<file path="src/rtl/irq_pkg.sv">
// Shared constants and FSM state type for the interrupt controller.
// The index width is derived from the source count.
package irq_pkg;

  localparam int NUM_IRQ  = 4;
  localparam int IRQ_ID_W = $clog2(NUM_IRQ);

  typedef enum logic [1:0] {
    IDLE    = 2'd0,
    REQ     = 2'd1,
    SERVICE = 2'd2
  } irq_state_t;

endpackage

</file>
<file path="src/rtl/irq_prio_enc.sv">
// Fixed-priority encoder: returns the lowest set request index
// (index 0 wins) together with a valid flag.
module irq_prio_enc
  import irq_pkg::*;
#(
  parameter int N = NUM_IRQ,
  parameter int W = IRQ_ID_W
) (
  input  logic [N-1:0] req,
  output logic [W-1:0] idx,
  output logic         valid
);

  // Scan from the top down so the lowest set bit is the last one written.
  always_comb begin
    idx   = '0;
    valid = 1'b0;
    for (int i = N - 1; i >= 0; i--) begin
      if (req[i]) begin
        idx   = W'(i);
        valid = 1'b1;
      end
    end
  end

endmodule

</file>
<file path="src/rtl/irq_controller.sv">
// Edge-triggered interrupt controller: latches rising edges into a pending
// register, arbitrates unmasked sources and runs a request/service handshake.
module irq_controller
  import irq_pkg::*;
(
  input  logic                clk,
  input  logic                reset,
  input  logic [NUM_IRQ-1:0]  irq_in,
  input  logic                mask_we,
  input  logic [NUM_IRQ-1:0]  mask_wdata,
  input  logic                ext_iack,
  input  logic                eret,
  output logic                ext_irq,
  output logic [IRQ_ID_W-1:0] irq_id,
  output logic [NUM_IRQ-1:0]  pending,
  output logic [NUM_IRQ-1:0]  mask,
  output logic                in_service
);

  irq_state_t          state;
  irq_state_t          next_state;
  logic [NUM_IRQ-1:0]  irq_q;
  logic [NUM_IRQ-1:0]  rise;
  logic [NUM_IRQ-1:0]  active;
  logic [NUM_IRQ-1:0]  clr_vec;
  logic [IRQ_ID_W-1:0] enc_idx;
  logic                enc_valid;
  logic [IRQ_ID_W-1:0] next_id;
  logic                grant_clr;

  assign rise   = irq_in & ~irq_q;
  assign active = pending & ~mask;

  irq_prio_enc #(
    .N (NUM_IRQ),
    .W (IRQ_ID_W)
  ) u_prio_enc (
    .req   (active),
    .idx   (enc_idx),
    .valid (enc_valid)
  );

  always_comb begin
    next_state = state;
    next_id    = irq_id;
    grant_clr  = 1'b0;
    case (state)
      IDLE: begin
        if (enc_valid) begin
          next_state = REQ;
          next_id    = enc_idx;
        end
      end
      REQ: begin
        if (ext_iack) begin
          next_state = SERVICE;
          grant_clr  = 1'b1;
        end
      end
      SERVICE: begin
        if (eret) begin
          next_state = IDLE;
        end
      end
      default: begin
        next_state = IDLE;
      end
    endcase
  end

  always_comb begin
    clr_vec = '0;
    if (grant_clr) begin
      clr_vec[irq_id] = 1'b1;
    end
  end

  // A fresh edge on the acknowledged source outranks the clear.
  always_ff @(posedge clk) begin
    if (reset) begin
      state   <= IDLE;
      irq_id  <= '0;
      irq_q   <= '0;
      pending <= '0;
      mask    <= '1;
    end else begin
      state   <= next_state;
      irq_id  <= next_id;
      irq_q   <= irq_in;
      pending <= (pending & ~clr_vec) | rise;
      if (mask_we) begin
        mask <= mask_wdata;
      end
    end
  end

  assign ext_irq    = (state == REQ);
  assign in_service = (state == SERVICE);

endmodule

</file>
<file path="config.mk">
export PLATFORM = sky130hd
export DESIGN_NAME = irq_controller
export DESIGN_NICKNAME = d
export VERILOG_FILES = /design/src/rtl/irq_pkg.sv /design/src/rtl/irq_prio_enc.sv /design/src/rtl/irq_controller.sv
export SDC_FILE = /design/constraint.sdc
export NUM_CORES = 1
export LEC_CHECK = 0
export CORE_UTILIZATION = 39
export CTS_BUF_LIST = sky130_fd_sc_hd__clkbuf_8 sky130_fd_sc_hd__clkbuf_16
export CTS_CLUSTER_SIZE = 8
export DETAILED_ROUTE_END_ITERATION = 10
export PLACE_DENSITY = 0.7
export SYNTH_ARGS = -nofsm -noshare
export SYNTH_HDL_FRONTEND = slang
export SYNTH_HIERARCHICAL = 1
export SYNTH_SLANG_ARGS = --single-unit
</file>
<file path="constraint.sdc">
create_clock -name clk -period 3.2 [get_ports clk]
set_input_delay 0.64 -clock clk [delete_from_list [all_inputs] [get_ports clk]]
set_output_delay 0.64 -clock clk [all_outputs]
set_load 0.05 [all_outputs]
</file>
==> impl_metrics.py <==
metrics = {
    "setup_path": {
        "worstPathCellList": "and2b_1 -> clkdlybuf4s50_1",
        "critPathMaxStageDelay_ps": 790,
        "cp-end-kind": "primary output",
        "r2r_slack_ps": 1740,
        "crit_slowest_cell": "clkdlybuf4s50_1",
        "cp_top_family": "buffers and inverters",
        "startpoint": "state[0]$_SDFFE_PP0P_",
        "required_ps": 2560,
        "critical_path_class": "flip-flop to primary output",
        "timing.rr.start": "pending[0]$_SDFF_PP0_",
        "crit_path_start_kind": "flip-flop",
        "crit_fanout": 9,
        "path_buf_inv": 1,
        "crit_arrival_ps": 1650,
    },
    "timing": {
        "timing.hold.ws_ps": 514.5,
        "fin_crit_sh_pct": 71.60,
        "skew_ps": 2.827,
        "rsz0062_at_grt": "no",
        "maxSlewViolCount": 0,
        "fmax_mhz": 436.5,
        "setup_violations": 0,
        "worstMarginPinSlew_ps": 711.6,
        "setup-tns-final_ps": 0,
        "hold_viol": 0,
        "fin_crit_ps": 2291,
        "max-slew-margin-rel_pct": 52.41,
    },
    "clocking": {
        "cts_resized": 0,
        "cts.path.max_buffers": 2,
        "cts_buffers": 3,
        "cts.sinks": 16,
        "clockRootBuffer": "clkbuf_8",
        "cts_setup_buffers": 0,
        "clock_latency_ps": 250,
        "clk_pin_slew_ps": 60,
        "tritoncts": "built",
        "hold_buffers": 0,
        "htreeDepth": 1,
    },
    "routing": {
        "wl_met2_um": 633,
        "routed_wl_um": 1362,
        "highest-signal-layer": "met4",
        "vias_per_cell": 4.768,
        "drtIter0Drc": 10,
        "route.layer.met1.wl_um": 644,
        "drtPass1Iterations": 4,
        "vias": 596,
        "final_antenna_net_count": 0,
        "wire_per_inst_um": 10.90,
        "drc": 0,
        "dr_wl_met3_um": 73,
    },
    "floorplanning": {
        "initial_utilization_pct": 41.65,
        "core.rowCount": 15,
        "die_x_um": 45.18,
        "fp.dieH_um": 45.18,
        "core-area_um2": 1745,
        "ioPinCount": 25,
        "dieArea_um2": 2041,
    },
    "cells_and_area": {
        "drive_gt1_share_pct": 12.00,
        "finish.net_count": 114,
        "area_delta_synth_final_pct": 43.72,
        "diodes": 0,
    },
    "place": {
        "gp_congestion": 0.7555,
        "numPortBuffers": 24,
        "place_hpwl_um": 982.7,
    },
    "grt": {
        "grt_pass1_wl_um": 2111,
        "grt_antenna_before_repair": 0,
        "grt-ovfl-total": 0,
        "grt_pass1_vias": 472,
        "grt_max_degree": 27,
        "track_usage_pct": 14.92,
    },
    "yosys": {
        "synthArstFlopShare_pct": 0,
        "ys_seq_area_share_pct": 44.06,
        "synth_seq_cells": 16,
        "syn-instance-count": 74,
        "synth-edff-count": 0,
        "yosys.area.top_type_share_pct": 44.06,
        "synth_area_um2": 726.9,
        "synth_area_leader_cell": "dfxtp_1",
        "syn_avg_cell_area_um2": 9.824,
        "netlist_top_cells_area": "dfxtp_1 (44%), nor2b_1 (11%), nand2b_1 (9.5%)",
        "yosysWarnings": 6,
        "synth-main-ff-cell": "dfxtp_1",
        "synth_cell_type_count": 22,
        "synth_nets": 87,
    },
    "run_status": {
        "status": "finished clean",
    },
    "power_and_ir_drop": {
        "power.switching_uw": 171.6,
        "swShare_pct": 30.12,
        "power.internal_uw": 398.0,
        "max-vdd-ir-drop_mv": 0.3671,
        "power_frac_clock_pct": 30.9,
        "p_seq_share_pct": 41.5,
        "powerDensity_nw_per_um2": 545.1,
        "pwr-share-comb_pct": 27.6,
        "p_leak_nw": 0.3835,
    },
    "min_path": {
        "min-delay-path-class": "flip-flop to flip-flop",
        "hold_path_startpoint": "irq_q[0]$_SDFF_PP0_",
    },
    "flow_run": {
        "max_cap_viol_count": 0,
    },
}
-- kinds of logic after synthesis --
family / count (synthesis) / share of synthesized area, %
and+or+nand+nor: 42 / 39.59
DFF: 16 / 44.06
muxes: 2 / 2.754
AOI/OAI and AO/OA: 11 / 11.88
buffers and inverters: 3 / 1.720
-- path summary, 6_finish.rpt --
kind / to / cells after the start
worst max-delay path: ext_irq / 2
worst min-delay path: pending[0]$_SDFF_PP0_ / 2
worst max register to register: irq_id[0]$_SDFFE_PP0P_ / 5
worst min register to register: pending[0]$_SDFF_PP0_ / 2
-- layer usage --
| layer | up-vias | track usage, % |
|---|---|---|
| met5 | - | 0 |
| met1 | 262 | 18.77 |
| met3 | 2 | 6.000 |
| met4 | 0 | 7.273 |
| met2 | 19 | 22.03 |
| li1 | 313 | - |
-- power by group through the flow --
stage               Clock (mW)  Combinational [mW]  Sequential (mW)
floorplan                    0              0.0594            0.282
global placement             0               0.156            0.240
detailed placement           0               0.158            0.241
CTS                      0.181               0.159            0.237
global route             0.191               0.167            0.239
finish                   0.176               0.157            0.236
-- worst reg2reg max path: cells and delay by family, from the launching register on --
kind | cells | cell delay [ps]
flip-flops | 1 | 370
multiplexers | 1 | 230
AND/OR/NAND/NOR | 4 | 800
-- layout make-up --
type | instances | area, um^2
fill | 172 | 700.7
multi-input combinational | 55 | 394.1
sequential | 16 | 320.3
timing repair buffer | 24 | 240.2
clock buffer | 4 | 55.05
tap | 25 | 31.28
inverter | 1 | 3.754
-- per-stage QoR --
| step | total power [mW] | worst slack, ps | cells | utilization [%] | instance area, um^2 |
|---|---|---|---|---|---|
| final | 0.5695 | 908.9 | 125 | 59.86 | 1045 |
| after CTS | 0.5768 | 903.6 | 125 | 59.86 | 1045 |
| after floorplan | 0.3414 | 1451 | 74 | - | 726.9 |
| after global placement | 0.3967 | 1020 | 121 | 56.70 | 989.7 |
| after global routing | 0.5972 | 862.0 | 125 | 59.86 | 1045 |
| after detailed placement | 0.3990 | 970.4 | 121 | 56.70 | 989.7 |
-- synth_stat cells, types with 2 or more instances --
cell / number
nand2b_1: 11
nor2_1: 2
dfxtp_1: 16
a211o_1: 4
nand3b_1: 3
o211ai_1: 4
or3b_2: 6
nor2b_1: 13
mux2i_1: 2
-- sequential cells by signal (all words and copies together), names as in the netlist --
register and count:
irq_id 2, irq_q 4, mask 4, pending 4, state 2
-- cells in the final DEF, fill, tap and decap left out --
master	Yosys	layout
nor3b_1	1	1
dfxtp_1	16	16
nand2b_1	11	11
and2b_1	1	1
a21oi_2	1	1
o211ai_1	4	4
mux2i_1	2	2
a211o_1	4	4
clkbuf_8	0	4
nand3b_1	3	3
nor2b_1	13	13
nor2_1	2	2
and4b_1	1	1
and4bb_2	1	1
or3b_2	6	6
nand2_1	1	1
clkdlybuf4s50_1	0	24
a21oi_1	1	1
or3b_1	1	1
inv_1	1	1
nor3_1	1	1
a211oi_1	1	1
Power figures use the tool's default switching activity.
